### src/rtl/fir_result_sink.sv
`default_nettype none
// +--------------------------------------------------------------------------+
// | Module      : fir_result_sink                                            |
// | Description : Output-side companion to the serial FIR engine. Rounds     |
// |               (half-up) and saturates the wide signed FIR result to the  |
// |               sample width, buffers it in a first-word-fall-through FIFO |
// |               and presents it on a valid/ready stream. Pushes into a     |
// |               full FIFO are dropped, flagged and counted.                |
// | Option      : FIR_SINK_SAT_CNT_EN adds sat_cnt_o, a saturating count of  |
// |               clipped samples.                                           |
// | Revision    : 1.0 - initial release                                      |
// +--------------------------------------------------------------------------+
module fir_result_sink #(
   parameter int IN_W  = 27,
   parameter int OUT_W = 16,
   parameter int SHIFT = 11,
   parameter int DEPTH = 8
) (
   input  logic                       clk_i,
   input  logic                       rst_i,
   input  logic                       valid_i,
   input  logic signed [IN_W-1:0]     data_i,
   output logic                       m_valid_o,
   input  logic                       m_ready_i,
   output logic signed [OUT_W-1:0]    m_data_o,
   output logic [$clog2(DEPTH):0]     level_o,
   output logic                       overflow_o,
   output logic [15:0]                drop_cnt_o
`ifdef FIR_SINK_SAT_CNT_EN
   ,
   output logic [15:0]                sat_cnt_o
`endif
);

   localparam int QW = IN_W + 1;
   localparam int AW = $clog2(DEPTH);

   localparam logic signed [QW-1:0] c_RND    = QW'(2 ** (SHIFT - 1));
   localparam logic signed [QW-1:0] c_MAX    = QW'(2 ** (OUT_W - 1) - 1);
   localparam logic signed [QW-1:0] c_MIN    = ~c_MAX;
   localparam logic [AW:0]          c_FULL   = (AW + 1)'(DEPTH);
   localparam logic [15:0]          c_CNT_MAX = 16'hFFFF;

   // ---------------- stage 1: round and saturate ----------------
   logic signed [QW-1:0]    w_ext;
   logic signed [QW-1:0]    w_tmp;
   logic signed [QW-1:0]    w_q;
   logic                    w_clip_hi;
   logic                    w_clip_lo;
   logic signed [OUT_W-1:0] w_sat;

   logic                    r_s1_valid;
   logic signed [OUT_W-1:0] r_s1_data;

   // One extra bit of headroom so adding the rounding constant cannot wrap.
   assign w_ext     = $signed({data_i[IN_W-1], data_i});
   assign w_tmp     = w_ext + c_RND;
   assign w_q       = w_tmp >>> SHIFT;
   assign w_clip_hi = (w_q > c_MAX);
   assign w_clip_lo = (w_q < c_MIN);

   // Clamp the shifted value into the output sample range.
   always_comb begin
      w_sat = w_q[OUT_W-1:0];
      if (w_clip_hi) begin
         w_sat = c_MAX[OUT_W-1:0];
      end else if (w_clip_lo) begin
         w_sat = c_MIN[OUT_W-1:0];
      end
   end

   // Capture the rounded sample on each input strobe.
   always_ff @(posedge clk_i or posedge rst_i) begin
      if (rst_i) begin
         r_s1_valid <= 1'b0;
         r_s1_data  <= '0;
      end else begin
         r_s1_valid <= valid_i;
         if (valid_i) begin
            r_s1_data <= w_sat;
         end
      end
   end

   // ---------------- stage 2: FIFO ----------------
   logic signed [OUT_W-1:0] r_mem [DEPTH];
   logic [AW:0]             r_wr_ptr;
   logic [AW:0]             r_rd_ptr;
   logic                    r_overflow;
   logic [15:0]             r_drop_cnt;

   logic [AW:0]             w_level;
   logic                    w_empty;
   logic                    w_full;
   logic                    w_pop;
   logic                    w_push;
   logic                    w_drop;

   // Pointers carry one extra wrap bit so full and empty stay distinct.
   assign w_level = r_wr_ptr - r_rd_ptr;
   assign w_empty = (w_level == '0);
   assign w_full  = (w_level == c_FULL);
   assign w_pop   = !w_empty && m_ready_i;
   // A concurrent pop frees the slot, so a push at full still lands.
   assign w_push  = r_s1_valid && (!w_full || w_pop);
   assign w_drop  = r_s1_valid && w_full && !w_pop;

   // Sample storage; contents are only meaningful between the pointers.
   always_ff @(posedge clk_i) begin
      if (w_push) begin
         r_mem[r_wr_ptr[AW-1:0]] <= r_s1_data;
      end
   end

   // Pointer update and drop bookkeeping.
   always_ff @(posedge clk_i or posedge rst_i) begin
      if (rst_i) begin
         r_wr_ptr   <= '0;
         r_rd_ptr   <= '0;
         r_overflow <= 1'b0;
         r_drop_cnt <= '0;
      end else begin
         if (w_push) begin
            r_wr_ptr <= r_wr_ptr + 1'b1;
         end
         if (w_pop) begin
            r_rd_ptr <= r_rd_ptr + 1'b1;
         end
         if (w_drop) begin
            r_overflow <= 1'b1;
            if (r_drop_cnt != c_CNT_MAX) begin
               r_drop_cnt <= r_drop_cnt + 16'd1;
            end
         end
      end
   end

   assign m_valid_o  = !w_empty;
   assign m_data_o   = w_empty ? '0 : r_mem[r_rd_ptr[AW-1:0]];
   assign level_o    = w_level;
   assign overflow_o = r_overflow;
   assign drop_cnt_o = r_drop_cnt;

`ifdef FIR_SINK_SAT_CNT_EN
   logic [15:0] r_sat_cnt;

   // Count every clipped strobe, whether or not the FIFO later keeps it.
   always_ff @(posedge clk_i or posedge rst_i) begin
      if (rst_i) begin
         r_sat_cnt <= '0;
      end else if (valid_i && (w_clip_hi || w_clip_lo) && (r_sat_cnt != c_CNT_MAX)) begin
         r_sat_cnt <= r_sat_cnt + 16'd1;
      end
   end

   assign sat_cnt_o = r_sat_cnt;
`endif

endmodule
`default_nettype wire

### config.mk
export PLATFORM = sky130hd
export DESIGN_NAME = fir_result_sink
export DESIGN_NICKNAME = d
export VERILOG_FILES = /design/src/rtl/fir_result_sink.sv
export SDC_FILE = /design/constraint.sdc
export NUM_CORES = 1
export LEC_CHECK = 0
export BUFFER_PORTS_ARGS = -buffer_cell sky130_fd_sc_hd__buf_2
export CAP_MARGIN = 25
export CELL_PAD_IN_SITES_DETAIL_PLACEMENT = 0
export CELL_PAD_IN_SITES_GLOBAL_PLACEMENT = 1
export CORE_MARGIN = 4
export CORE_UTILIZATION = 35
export DETAILED_ROUTE_END_ITERATION = 16
export GPL_TIMING_DRIVEN = 0
export PLACE_DENSITY = 0.62
export SYNTH_ARGS = -nofsm -noshare
export SYNTH_HDL_FRONTEND = slang
export SYNTH_SLANG_ARGS = --single-unit
### constraint.sdc
create_clock -name clk_i -period 4.65 [get_ports clk_i]
set_input_delay 0.93 -clock clk_i [delete_from_list [all_inputs] [get_ports clk_i]]
set_output_delay 0.93 -clock clk_i [all_outputs]
set_load 0.02 [all_outputs]
[Yosys cells after proc, flatten, opt, wreduce, memory -nomap -nowiden]
Memory sizes are Yosys's and may differ from the RTL's.
Index checks and enable logic that the tools add are counted.
Storage, ports and cells
  memory bits (writable): 128
  flip-flop bits (word level): 42
  memories kept: 1
  word-level logic and storage cells: 31
  bits of input ports: 31
Memories
  r_mem: words 8, bits a word 16, rd ports 1, clocked after memory_dff 0, write ports 1, line 86  | logic signed [OUT_W-1:0] r_mem [DEPTH];
Operators by class
  eq/ne operators: 2
  magnitude comparators: 2
  mux-type cells: 5
  add/subtract/negate cells: 5
  reduce and logical (&&, ||, !) cells: 10
Operators by type and width (count)
  $mux 16: 3
  $add 27x12->28 const B: 1
  $gt 17x16->1 const B: 1
  $lt 17x16->1 const B: 1
  $add 16x1->16 const B: 1
  $ne 16x16->1 const B: 1
  $add 4x1->4 const B: 2
  $eq 4x4->1 const B: 1
  $logic_and 1x1->1: 4
  $logic_not 4->1: 1
  $sub 4x4->4: 1
  $logic_not 1->1: 3
  $mux 1: 2
  $reduce_and 2->1: 1
  $logic_or 1x1->1: 1

[Depth between registers and ports, before layout]
  depth in word-level cells: 8
  gate-level depth with buffers: 11
  depth with buffers taken out: 8

[Worst setup path before layout]
No wires, ideal clock.
  path type: flip-flop to flip-flop
  start: reg r_rd_ptr[2]
  end: mem r_mem[0][0], enable pin
  path buffers: 2
  cell stages (with the launch flop): 9
  arrival time: 3800 ps
  setup slack: 419 ps
  data required time: 4220 ps
  clock period less this slack: 4231 ps
  cells stage by stage: dfrtp_1 clkbuf_1 clkinv_1 clkbuf_1 ha_1 xnor2_1 nand3b_4 o31ai_2 nor4_1
On the way
  longest elaborated chain between the ends: 8
RTL lines
  from (decl): line 88  | logic [AW:0] r_rd_ptr;
  from (signal assigned): line 127  | r_rd_ptr <= r_rd_ptr + 1'b1;
  $sub 4x4->4 (*): line 100  | assign w_level = r_wr_ptr - r_rd_ptr;
  named net level_o[2]: line 26  | output logic [$clog2(DEPTH):0] level_o,
  $logic_not 4->1: line 101  | assign w_empty = (w_level == '0);
  $logic_not 1->1: line 103  | assign w_pop = !w_empty && m_ready_i;
  $logic_and 1x1->1: line 103
  $logic_or 1x1->1 (*): line 105  | assign w_push = r_s1_valid && (!w_full || w_pop);
  $logic_and 1x1->1 (*): line 105
  $mux 1 (*): line 110  | if (w_push) begin
  $mux 1 (not written as such) (*): line 111  | r_mem[r_wr_ptr[AW-1:0]] <= r_s1_data;
  to (decl): line 86
The timed path passes the listed nets; every way through them passes the cells marked *.

[Worst setup path after layout]
  start: reg r_rd_ptr[2]
  end: out m_data_o[14]
On the way
  longest elaborated chain between the ends: 3
RTL lines
  $sub 4x4->4: line 100
  $logic_not 4->1: line 101
  $mux 16 (*): line 139  | assign m_data_o = w_empty ? '0 : r_mem[r_rd_ptr[AW-1:0]];
  to (decl): line 25  | output logic signed [OUT_W-1:0] m_data_o,
Mark *: on every way between the ends. The rest lies on a longest branch, timed or not.

==> reports/results.tsv <==
metric	value	unit
crit_slowest_cell	clkbuf_1	
cp_cell_sequence	clkinv_2, clkbuf_1, ha_1, xnor2_1, nand3b_4, nor3b_4, clkbuf_2, a21oi_1, buf_2	
yosysWarnings	0	
grt_pass1_vias	4381	
cp_top_family	buffers and inverters	
start_util	0.3554	
overflow	0	
status	completed	
postLayoutCellArea	8615	µm²
min_from	overflow_o	
synth_top_area_frac	0.5344	
ff2ff_setup_slack	610	ps
synth_area_per_cell	15.50	µm²
rsz0062_at_grt	no	
slew_headroom	0.3434	
worst_slew_pin_slew	979.0	ps
grt_start_max_net_pins	43	
synth-seq-area-share	0.6806	
syn_nets	503	
drc	0	
fillers	1821	
numClockSinks	170	
final-seq-area	4896	µm²
yosys_register_bits	170	
n_antenna_cell	0	
crit_arrival	3450	ps
max_cap_violations	0	
worstSkewPairLatency	420	ps
syn_to_final_growth	19.78	%
gp_congestion	0.8262	
io_pins	69	
cts.clk_slew.worst_paths	60	ps
dp_hpwl	11.03	mm
antenna_left	0	
drt_pre_antenna_iters	4	
viasPerCell	4.981	
syn_area	7192	µm²
p_leak	3.188	nW
placed_cell_area	8011	µm²
seq_power_share	0.368	
syn_inst	464	
fin_tns_setup	0	ps
r2r_end	r_mem[0][5]	
wl_per_cell	18.43	µm
min_period_over_period	0.9414	
ctsHoldBuffers	0	
die_w	151.3	µm
clockPowerShare	0.251	
h-tree-depth	4	
p_sw	2.041	mW
final.setup_skew	7.967	ps
cpPeakStageDelay	530	ps
cp-end-kind	output port	
cts_tree	done	
power.total	5.552	mW
wl	15.48	mm
cts_buffers	17	
peakVddDrop	0.0003270	V
hold_viol_final	0	
cp-start-kind	flip-flop	
hold_end	overflow_o	
min_path_type	reg2reg	
maxSlewViolCount	0	
detail_route.iter0.violations	290	
worstSetupPathType	reg2out	
r2r_cells	12	
antenna_found_initial	0	
port_buffers	58	
core_area	20230	µm²
crit_fanout	10	
synth_cell_types	42	
die_y	151.3	µm
layout-drive-gt1-share	0.3018	
combPwrFrac	0.381	
nNetsFinal	596	
setup_viol	0	
p_per_area	644.5	nW/µm²
path_buf_inv	4	
switching_share	0.3675	
crit_required	3720	ps
period_minus_slack	4378	ps
grt_pass1_wl	24.70	mm
vias	4184	
rows	52	
cts_root_buffer	clkbuf_16	
p_int	3.512	mW
crit-reg2reg-launch	r_rd_ptr[1]	
die_area	22910	µm²
max_freq	228.4	MHz
ctsLongestPathBuffers	2	
synth_top_area_cell	edfxtp_1	
holdPathStages	1	
grt_usage	0.1449	
multi_input_area	2210	µm²
synth_area_leaders	edfxtp_1 53%, dfrtp_1 15%, mux4_2 10%, nand2_1 2.6%, xor2_1 2.3%	
## registers in the layout (all words and copies together), names as in the netlist
register,count
r_s1_valid,1
drop_cnt_o,16
overflow_o,1
r_s1_data,16
r_mem,128
r_wr_ptr,4
r_rd_ptr,4
## power by group through the flow
stage / sequential (mW) / clock (mW) / combinational, mW
final: 2.04 / 1.40 / 2.12
after floorplan: 2.04 / 0 / 1.43
after CTS: 2.04 / 1.43 / 2.17
after global routing: 2.07 / 1.49 / 2.31
after global placement: 2.06 / 0 / 2.06
after detailed placement: 2.06 / 0 / 2.15
## cell usage after synthesis, drive strengths merged
master  number
edfxtp     128
nand2       50
dfrtp       42
mux4        32
a21oi       28
nor2        24
xor2        19
xnor2       16
nand3       14
clkbuf      13
inv         12
nor4        12
nor3         9
buf          8
nand4        8
ha           7
a31oi        5
o21ai        5
nand3b       4
mux2         3
nor3b        3
nor4b        3
a31o         2
and3         2
nand2b       2
o22ai        2
or4          2
and2         1
and4         1
clkinv       1
fa           1
nand4b       1
nor2b        1
o311ai       1
o31ai        1
or2          1
## placed cells by master (no fill, tap or decap), types with 8 or more instances in the layout
cell type / n
nor4_2: 9
nand2_1: 50
xnor2_1: 16
clkbuf_1: 10
xor2_1: 19
nand3_1: 14
buf_2: 63
clkbuf_16: 17
a21oi_1: 27
edfxtp_1: 128
inv_1: 11
mux4_2: 32
buf_4: 13
nand4_1: 8
nor3_1: 9
nor2_1: 24
dfrtp_1: 41
## layout make-up
type                    instances  share of cell area
clock inverters                15             0.01888
repair buffers                 75             0.05127
plain buffers                  20             0.01060
multi-input cells             260              0.2565
well taps                     270             0.03922
inverters                      13            0.005810
flip-flops and latches        170              0.5683
clock buffers                  17             0.04938
## repair_timing
item,4_1_cts,5_1_grt
cloned,0,0
resized for setup,3,3
endpoints found under the setup margin,17,3
pin swaps,1,0
buffers inserted,1,0
## worst max path at each step
| stage | start | end | slack (ps) | depth (start not counted) |
|---|---|---|---|---|
| 6_report | r_rd_ptr[2] | m_data_o[14] | 270 | 9 |
| 5_1_grt | r_rd_ptr[1] | m_data_o[14] | 70 | 10 |
| 4_1_cts | r_rd_ptr[2] | m_data_o[14] | 70 | 9 |
| 3_5_place_dp | r_rd_ptr[2] | m_data_o[14] | -490 | 10 |
| 3_3_place_gp | r_rd_ptr[2] | r_mem[0][9] | -2020 | 10 |
| 2_1_floorplan | r_rd_ptr[2] | r_mem[0][0] | 420 | 8 |
## routing by layer
layer | up-vias | GRT usage | share of wire
li1 | 1947 | - | -
met1 | 2130 | 0.1967 | 0.45
met2 | 91 | 0.2327 | 0.50
met3 | 16 | 0.03142 | 0.038
met4 | 0 | 0.04760 | 0.013
met5 | - | 0 | 0
## kinds of logic (layout without fill, tap and decap cells)
group | after synthesis | in the layout | share of synthesized area
AO/OA/AOI/OAI | 44 | 44 | 0.03445
XOR/XNOR | 35 | 35 | 0.04262
adder cells (fa/ha/maj) | 8 | 8 | 0.01496
buffers and inverters | 34 | 140 | 0.01966
flip-flops | 170 | 170 | 0.6806
multiplexers | 35 | 35 | 0.1049
AND/OR/NAND/NOR | 138 | 138 | 0.1028
## metrics by stage
step | std cells | utilization | worst slack [ps] | hold WS (ps)
2_1_floorplan | 464 | - | 419.4 | 461.7
3_3_place_gp | 792 | 0.3865 | -2016 | 474.7
3_5_place_dp | 808 | 0.3959 | -493.5 | 472.3
4_1_cts | 840 | 0.4256 | 65.65 | 487.1
5_1_grt | 840 | 0.4257 | 70.02 | 496.9
6_report | 840 | 0.4257 | 272.4 | 477.7
Power figures use the tool's default switching activity.
